[src/rtl/result_pipe_pkg.sv]
// Shared constants and the pipeline entry type for the result pipe.
// A stage-index helper keeps the ready rule in one place.
package result_pipe_pkg;

  localparam int DEPTH  = 7;
  localparam int DATA_W = 128;
  localparam int ADDR_W = 7;
  localparam int LAT_W  = 3;

  typedef struct packed {
    logic              valid;
    logic              wr;
    logic [ADDR_W-1:0] rt;
    logic [LAT_W-1:0]  lat;
    logic [DATA_W-1:0] data;
  } pipe_entry_t;

  // stage_idx is 0-based (stage 1 == index 0); the last stage is always ready,
  // which clamps latency codes of DEPTH or more.
  function automatic logic entry_ready(input int stage_idx, input logic [LAT_W-1:0] lat);
    return (stage_idx == DEPTH - 1) || (stage_idx >= int'(lat));
  endfunction

endpackage

[src/rtl/result_pipe_fwd_lookup.sv]
// Per-operand forwarding lookup: finds the youngest writing entry for one
// read address and reports hit/data or a hazard if that entry is not ready.
module fwd_lookup
  import result_pipe_pkg::*;
(
  input  pipe_entry_t [DEPTH-1:0] i_stages,
  input  logic [ADDR_W-1:0]       i_rd_addr,
  output logic                    o_hit,
  output logic [DATA_W-1:0]       o_data,
  output logic                    o_hazard
);

  logic              w_found;
  logic              w_ready;
  logic [DATA_W-1:0] w_data;

  always_comb begin
    // NOTE: every variable gets a default before the loop so no latch is inferred.
    w_found = 1'b0;
    w_ready = 1'b0;
    w_data  = '0;
    // Walk oldest to youngest; blocking writes let the youngest match win.
    for (int s = DEPTH - 1; s >= 0; s--) begin
      if (i_stages[s].valid && i_stages[s].wr && (i_stages[s].rt == i_rd_addr)) begin
        w_found = 1'b1;
        w_ready = entry_ready(s, i_stages[s].lat);
        w_data  = i_stages[s].data;
      end
    end
  end

  assign o_hit    = w_found & w_ready;
  assign o_data   = (w_found & w_ready) ? w_data : '0;
  assign o_hazard = w_found & ~w_ready;

endmodule

[src/rtl/result_pipe.sv]
// Fixed-depth in-order result pipeline: writeback from the last stage,
// with three forwarding/hazard lookups for the register-read stage.
module result_pipe
  import result_pipe_pkg::*;
(
  input  logic              clk,
  input  logic              rst_n,
  input  logic              in_valid,
  input  logic              in_reg_write,
  input  logic [ADDR_W-1:0] in_rt_addr,
  input  logic [DATA_W-1:0] in_result,
  input  logic [LAT_W-1:0]  in_latency,
  input  logic [ADDR_W-1:0] rd_addr_a,
  input  logic [ADDR_W-1:0] rd_addr_b,
  input  logic [ADDR_W-1:0] rd_addr_c,
  output logic              fwd_hit_a,
  output logic              fwd_hit_b,
  output logic              fwd_hit_c,
  output logic [DATA_W-1:0] fwd_data_a,
  output logic [DATA_W-1:0] fwd_data_b,
  output logic [DATA_W-1:0] fwd_data_c,
  output logic              hazard_a,
  output logic              hazard_b,
  output logic              hazard_c,
  output logic              wb_valid,
  output logic [ADDR_W-1:0] wb_addr,
  output logic [DATA_W-1:0] wb_data
);

  pipe_entry_t [DEPTH-1:0] r_stages;
  pipe_entry_t             w_in;

  always_comb begin
    w_in = '0;
    if (in_valid) begin
      w_in.valid = 1'b1;
      w_in.wr    = in_reg_write;
      w_in.rt    = in_rt_addr;
      w_in.lat   = in_latency;
      w_in.data  = in_result;
    end
  end

  always_ff @(posedge clk or negedge rst_n) begin
    if (!rst_n) begin
      // NOTE: the whole stage array is reset, not just valid bits, because
      // wb_addr/wb_data come straight from the last stage and must read 0.
      r_stages <= '0;
    end else begin
      // NOTE: non-blocking assignment so every stage shifts from the old value.
      r_stages <= {r_stages[DEPTH-2:0], w_in};
    end
  end

  assign wb_valid = r_stages[DEPTH-1].valid & r_stages[DEPTH-1].wr;
  assign wb_addr  = r_stages[DEPTH-1].rt;
  assign wb_data  = r_stages[DEPTH-1].data;

  fwd_lookup u_lookup_a (
    .i_stages (r_stages),
    .i_rd_addr(rd_addr_a),
    .o_hit    (fwd_hit_a),
    .o_data   (fwd_data_a),
    .o_hazard (hazard_a)
  );

  fwd_lookup u_lookup_b (
    .i_stages (r_stages),
    .i_rd_addr(rd_addr_b),
    .o_hit    (fwd_hit_b),
    .o_data   (fwd_data_b),
    .o_hazard (hazard_b)
  );

  fwd_lookup u_lookup_c (
    .i_stages (r_stages),
    .i_rd_addr(rd_addr_c),
    .o_hit    (fwd_hit_c),
    .o_data   (fwd_data_c),
    .o_hazard (hazard_c)
  );

endmodule

[config.mk]
export PLATFORM = sky130hd
export DESIGN_NAME = result_pipe
export DESIGN_NICKNAME = d
export VERILOG_FILES = /design/src/rtl/result_pipe_pkg.sv /design/src/rtl/result_pipe_fwd_lookup.sv /design/src/rtl/result_pipe.sv
export SDC_FILE = /design/constraint.sdc
export NUM_CORES = 2
export LEC_CHECK = 0
export ABC_AREA = 1
export BUFFER_PORTS_ARGS = -buffer_cell sky130_fd_sc_hd__buf_2
export CAP_MARGIN = 20
export CELL_PAD_IN_SITES_DETAIL_PLACEMENT = 0
export CELL_PAD_IN_SITES_GLOBAL_PLACEMENT = 1
export CORE_ASPECT_RATIO = 0.6
export CORE_MARGIN = 1
export CORE_UTILIZATION = 29
export DETAILED_ROUTE_END_ITERATION = 10
export MAX_ROUTING_LAYER = met4
export PLACE_DENSITY_LB_ADDON = 0.1
export SKIP_CTS_REPAIR_TIMING = 1
export SLEW_MARGIN = 20
export SYNTH_ARGS = -nofsm -noshare
export SYNTH_HDL_FRONTEND = slang
export SYNTH_SLANG_ARGS = --single-unit
[constraint.sdc]
create_clock -name clk -period 2.1 [get_ports clk]
set_clock_uncertainty 0.05 [all_clocks]
set_input_delay 0.315 -clock clk [delete_from_list [all_inputs] [get_ports clk]]
set_output_delay 0.315 -clock clk [all_outputs]
set_load 0.01 [all_outputs]
==> metrics.md <==
| Metric | Value |
|---|---|
| Starting DRT DRC Count | roughly 7,500 |
| Routability cong. | ~0.91 |
| Tmin final | 3.794 ns |
| Synth Register Bits | about 980 |
| Die area | between 0.2 and 0.25 mm^2 |
| Seq/Total Area, Yosys | 40.83% |
| Violated checks | negative setup slack |
| RSZ-0062 raised after global routing | true |
| Pwr dens | around 550 mW/mm^2 |
| Fmax | between 200 and 300 MHz |
| Starting density of the core | approximately 29% |
| CP max-delay cell | dfrtp_2 |
| CTS H-tree lvls | 3 |
| Crit path max-delay family | simple AND/OR/NAND/NOR gates |
| Min-Delay Path Class | input pin to async pin |
| Most used cell, CP | nand2_1 |
| Crit-path cells | inv_2 -> nand2_1 -> nand2_1 -> inv_2 -> nand2_2 -> nor2_4 -> buf_12 -> nand2_8 -> buf_16 -> buf_16 -> buf_12 -> nand2_1 -> nand2_1 -> nand3_1 -> nand2_1 -> nand2_1 -> nand2_1 -> a21oi_2 -> nor2_1 -> buf_2 |
| Cell row count | 128 |
| Setup violations, final | 390 |
| Avg Cell Area, Syn | approximately 6.6 um^2 |
| Antenna viol nets, final | 0 |
| Buffer depth of the longest clock path | 3 |
| Pleak | roughly 0.043 uW |
| FF-to-FF setup slack | about 1.3 ns |
| Fin. max-slew vios | 0 |
| Ys Warns | 0 |
| TritonCTS Buffers | around 110 |
| Via/cell ratio | roughly 5.1 |
| Clock root buffer | clkbuf_16 |
| Via count | 66,590 |
| Final Cycle Share | 180.7% |
| Count of buffers from port buffering | roughly 690 |
| Die width | approximately 600 um |
| Commonest non-fill, non-tap cell in the layout | nand2_1 |
| Final nets | between 10,000 and 15,000 |
| Clk_lat worst skew | 0.75 ns |
| Final Util | approximately two fifths |
| Crit-path max cell delay | roughly 0.49 ns |
| Initial antenna violation count | 7 |
| Setup WS post-layout | -1.694 ns |
| Critical path depth in cells | 20 |
| Synth Cell Area | approximately 0.06 mm^2 |
| Peak VDD IR | slightly above 0.7 mV |
| Mapped Cells | around 9,000 |
| CORE AREA | 0.2039 mm^2 |
| WS Path Type | flop to output pin |
| Status | finished, violations left |
| DR WL/cell | 25.67 um |
| Worst slew pin tran | about 0.60 ns |
| Gr usage total | between 30% and 40% |
| Dpl hpwl | about 230,000 um |
| Layout cells sized above 1 | around a quarter |
| CTS Sinks | 976 |
| WP data required | ~1.7 ns |
| CP arrival | approximately 3.4 ns |
| Final hold vios | 0 |
| Pre-antenna DRT Iters | 7 |
| Setup TNS | -609.91 ns |
| CTS clk-pin slew, worst paths | 0.07 ns |
| First-pass GRT wire length | 453,100 um |
| TritonCTS clock tree | done |
| Reg2reg start | r_stages[414] |
| Crit path from | r_stages[834] |
| Area Growth Syn to Fin | 38.37% |
| Worst Path Buf+Inv | 7 |
| Largest area contributor in the netlist | dfrtp_1 |
| Vias in the first global route | ~62,000 |
| Max-cap violation count | 0 |
| Area contributors post-synth | dfrtp_1, nand2_1, a21oi_1 |
| Worst reg-to-reg path cell count | 2 |
| Remaining global-route overflow | 0 |
| Post-Syn Nets | between 9,000 and 10,000 |
| Worst reg2reg endpoint | r_stages[554] |
| Drt drc | 0 |
| Worst-path fanout max | 8 |
| Largest net degree at the start of global routing | about 100 |
| Post-synthesis cell type count | 36 |
| CP Capture Type | output pin |
| Capture point of the critical path | fwd_data_b[42] |
| Max_slew headroom | about three fifths |
| Crit start category | flop |
| Final WL | about 330,000 um |
| Die height | approximately 350 um |
| Post-synth top area share | 40.83% |
| Commonest non-fill, non-tap cells in the layout | nand2_1, a21oi_1, dfrtp_1, inv_1, nand3_1 |
| I/O pin count | 689 |
-- worst min path at each step --
stage	startpoint	to	slack, ns	depth (start not counted)
6_report	rst_n	r_stages[128]	0.04	2
3_5_place_dp	rst_n	r_stages[128]	0.22	1
2_1_floorplan	rst_n	r_stages[0]	-0.03	0
3_3_place_gp	rst_n	r_stages[128]	0.23	1
4_1_cts	rst_n	r_stages[128]	-0.60	1
5_1_grt	rst_n	r_stages[128]	0.03	2
-- where the power goes --
part / internal [uW] / switching (uW) / total, uW
logic: 1560 / 2710 / 4270
registers: 19800 / 1010 / 20800
clock network: 11300 / 9280 / 20600
total: 32600 / 13000 / 45600
-- per-stage QoR --
step	setup WS [ns]	hold slack (ns)	std cells	total power [uW]	area [um^2]
floorplan	-0.09201	-0.03059	9029	22470	60710
global placement	-1.335	0.2280	12510	24810	72920
detailed placement	-1.294	0.2245	12510	24800	72920
CTS	-2.067	-0.6013	12710	45460	76570
global route	-1.795	0.02787	13010	47170	82760
finish	-1.694	0.03796	13010	45650	82770
-- metal layers --
| layer | routed length, um | part of all wire [%] | GRT usage (%) | vias to the layer above |
|---|---|---|---|---|
| met1 | 161800 | 48 | 44.46 | 32630 |
| li1 | - | - | - | 30680 |
| met4 | 9293 | 2.8 | 7.272 | 0 |
| met2 | 137500 | 41 | 43.05 | 2912 |
| met3 | 25470 | 7.6 | 4.118 | 373 |
| met5 | 0 | 0 | - | - |
-- state kept, by name, indices dropped and copies added (netlist names) --
signal,cells
r_stages,841
wb_addr,7
wb_data,128
-- cells in the mapped netlist (all sizes together) --
cell	number
a211oi	1
a21oi	1557
a31oi	1
and3	1
buf	597
clkbuf	216
clkinv	1
dfrtp	976
inv	991
nand2	2694
nand3	919
nand3b	1
nand4	15
nor2	829
nor3	12
nor3b	1
nor4	5
nor4b	1
o211ai	1
o21ai	148
o221ai	1
o22ai	3
or2	1
xnor2	33
xor2	24
-- final cells by class --
cell class                 count  area, um^2
timing repair buffer        1860       17770
antenna                        4       10.01
sequential                   976       24430
inverter                     992        3764
clock buffer                 166        3288
clock inverter                35       361.6
tap                         2730        3416
multi-input combinational   6248       29720
fill                       21180      121100
-- kinds of logic after synthesis --
logic type	count (synthesis)	synth area share, %
AND/OR/NAND/NOR	4479	30.33
buffers and inverters	1805	13.65
AO/OA/AOI/OAI	1712	14.35
flip-flops	976	40.83
XOR/XNOR	57	0.8346
(Power assumes the default switching activity.)
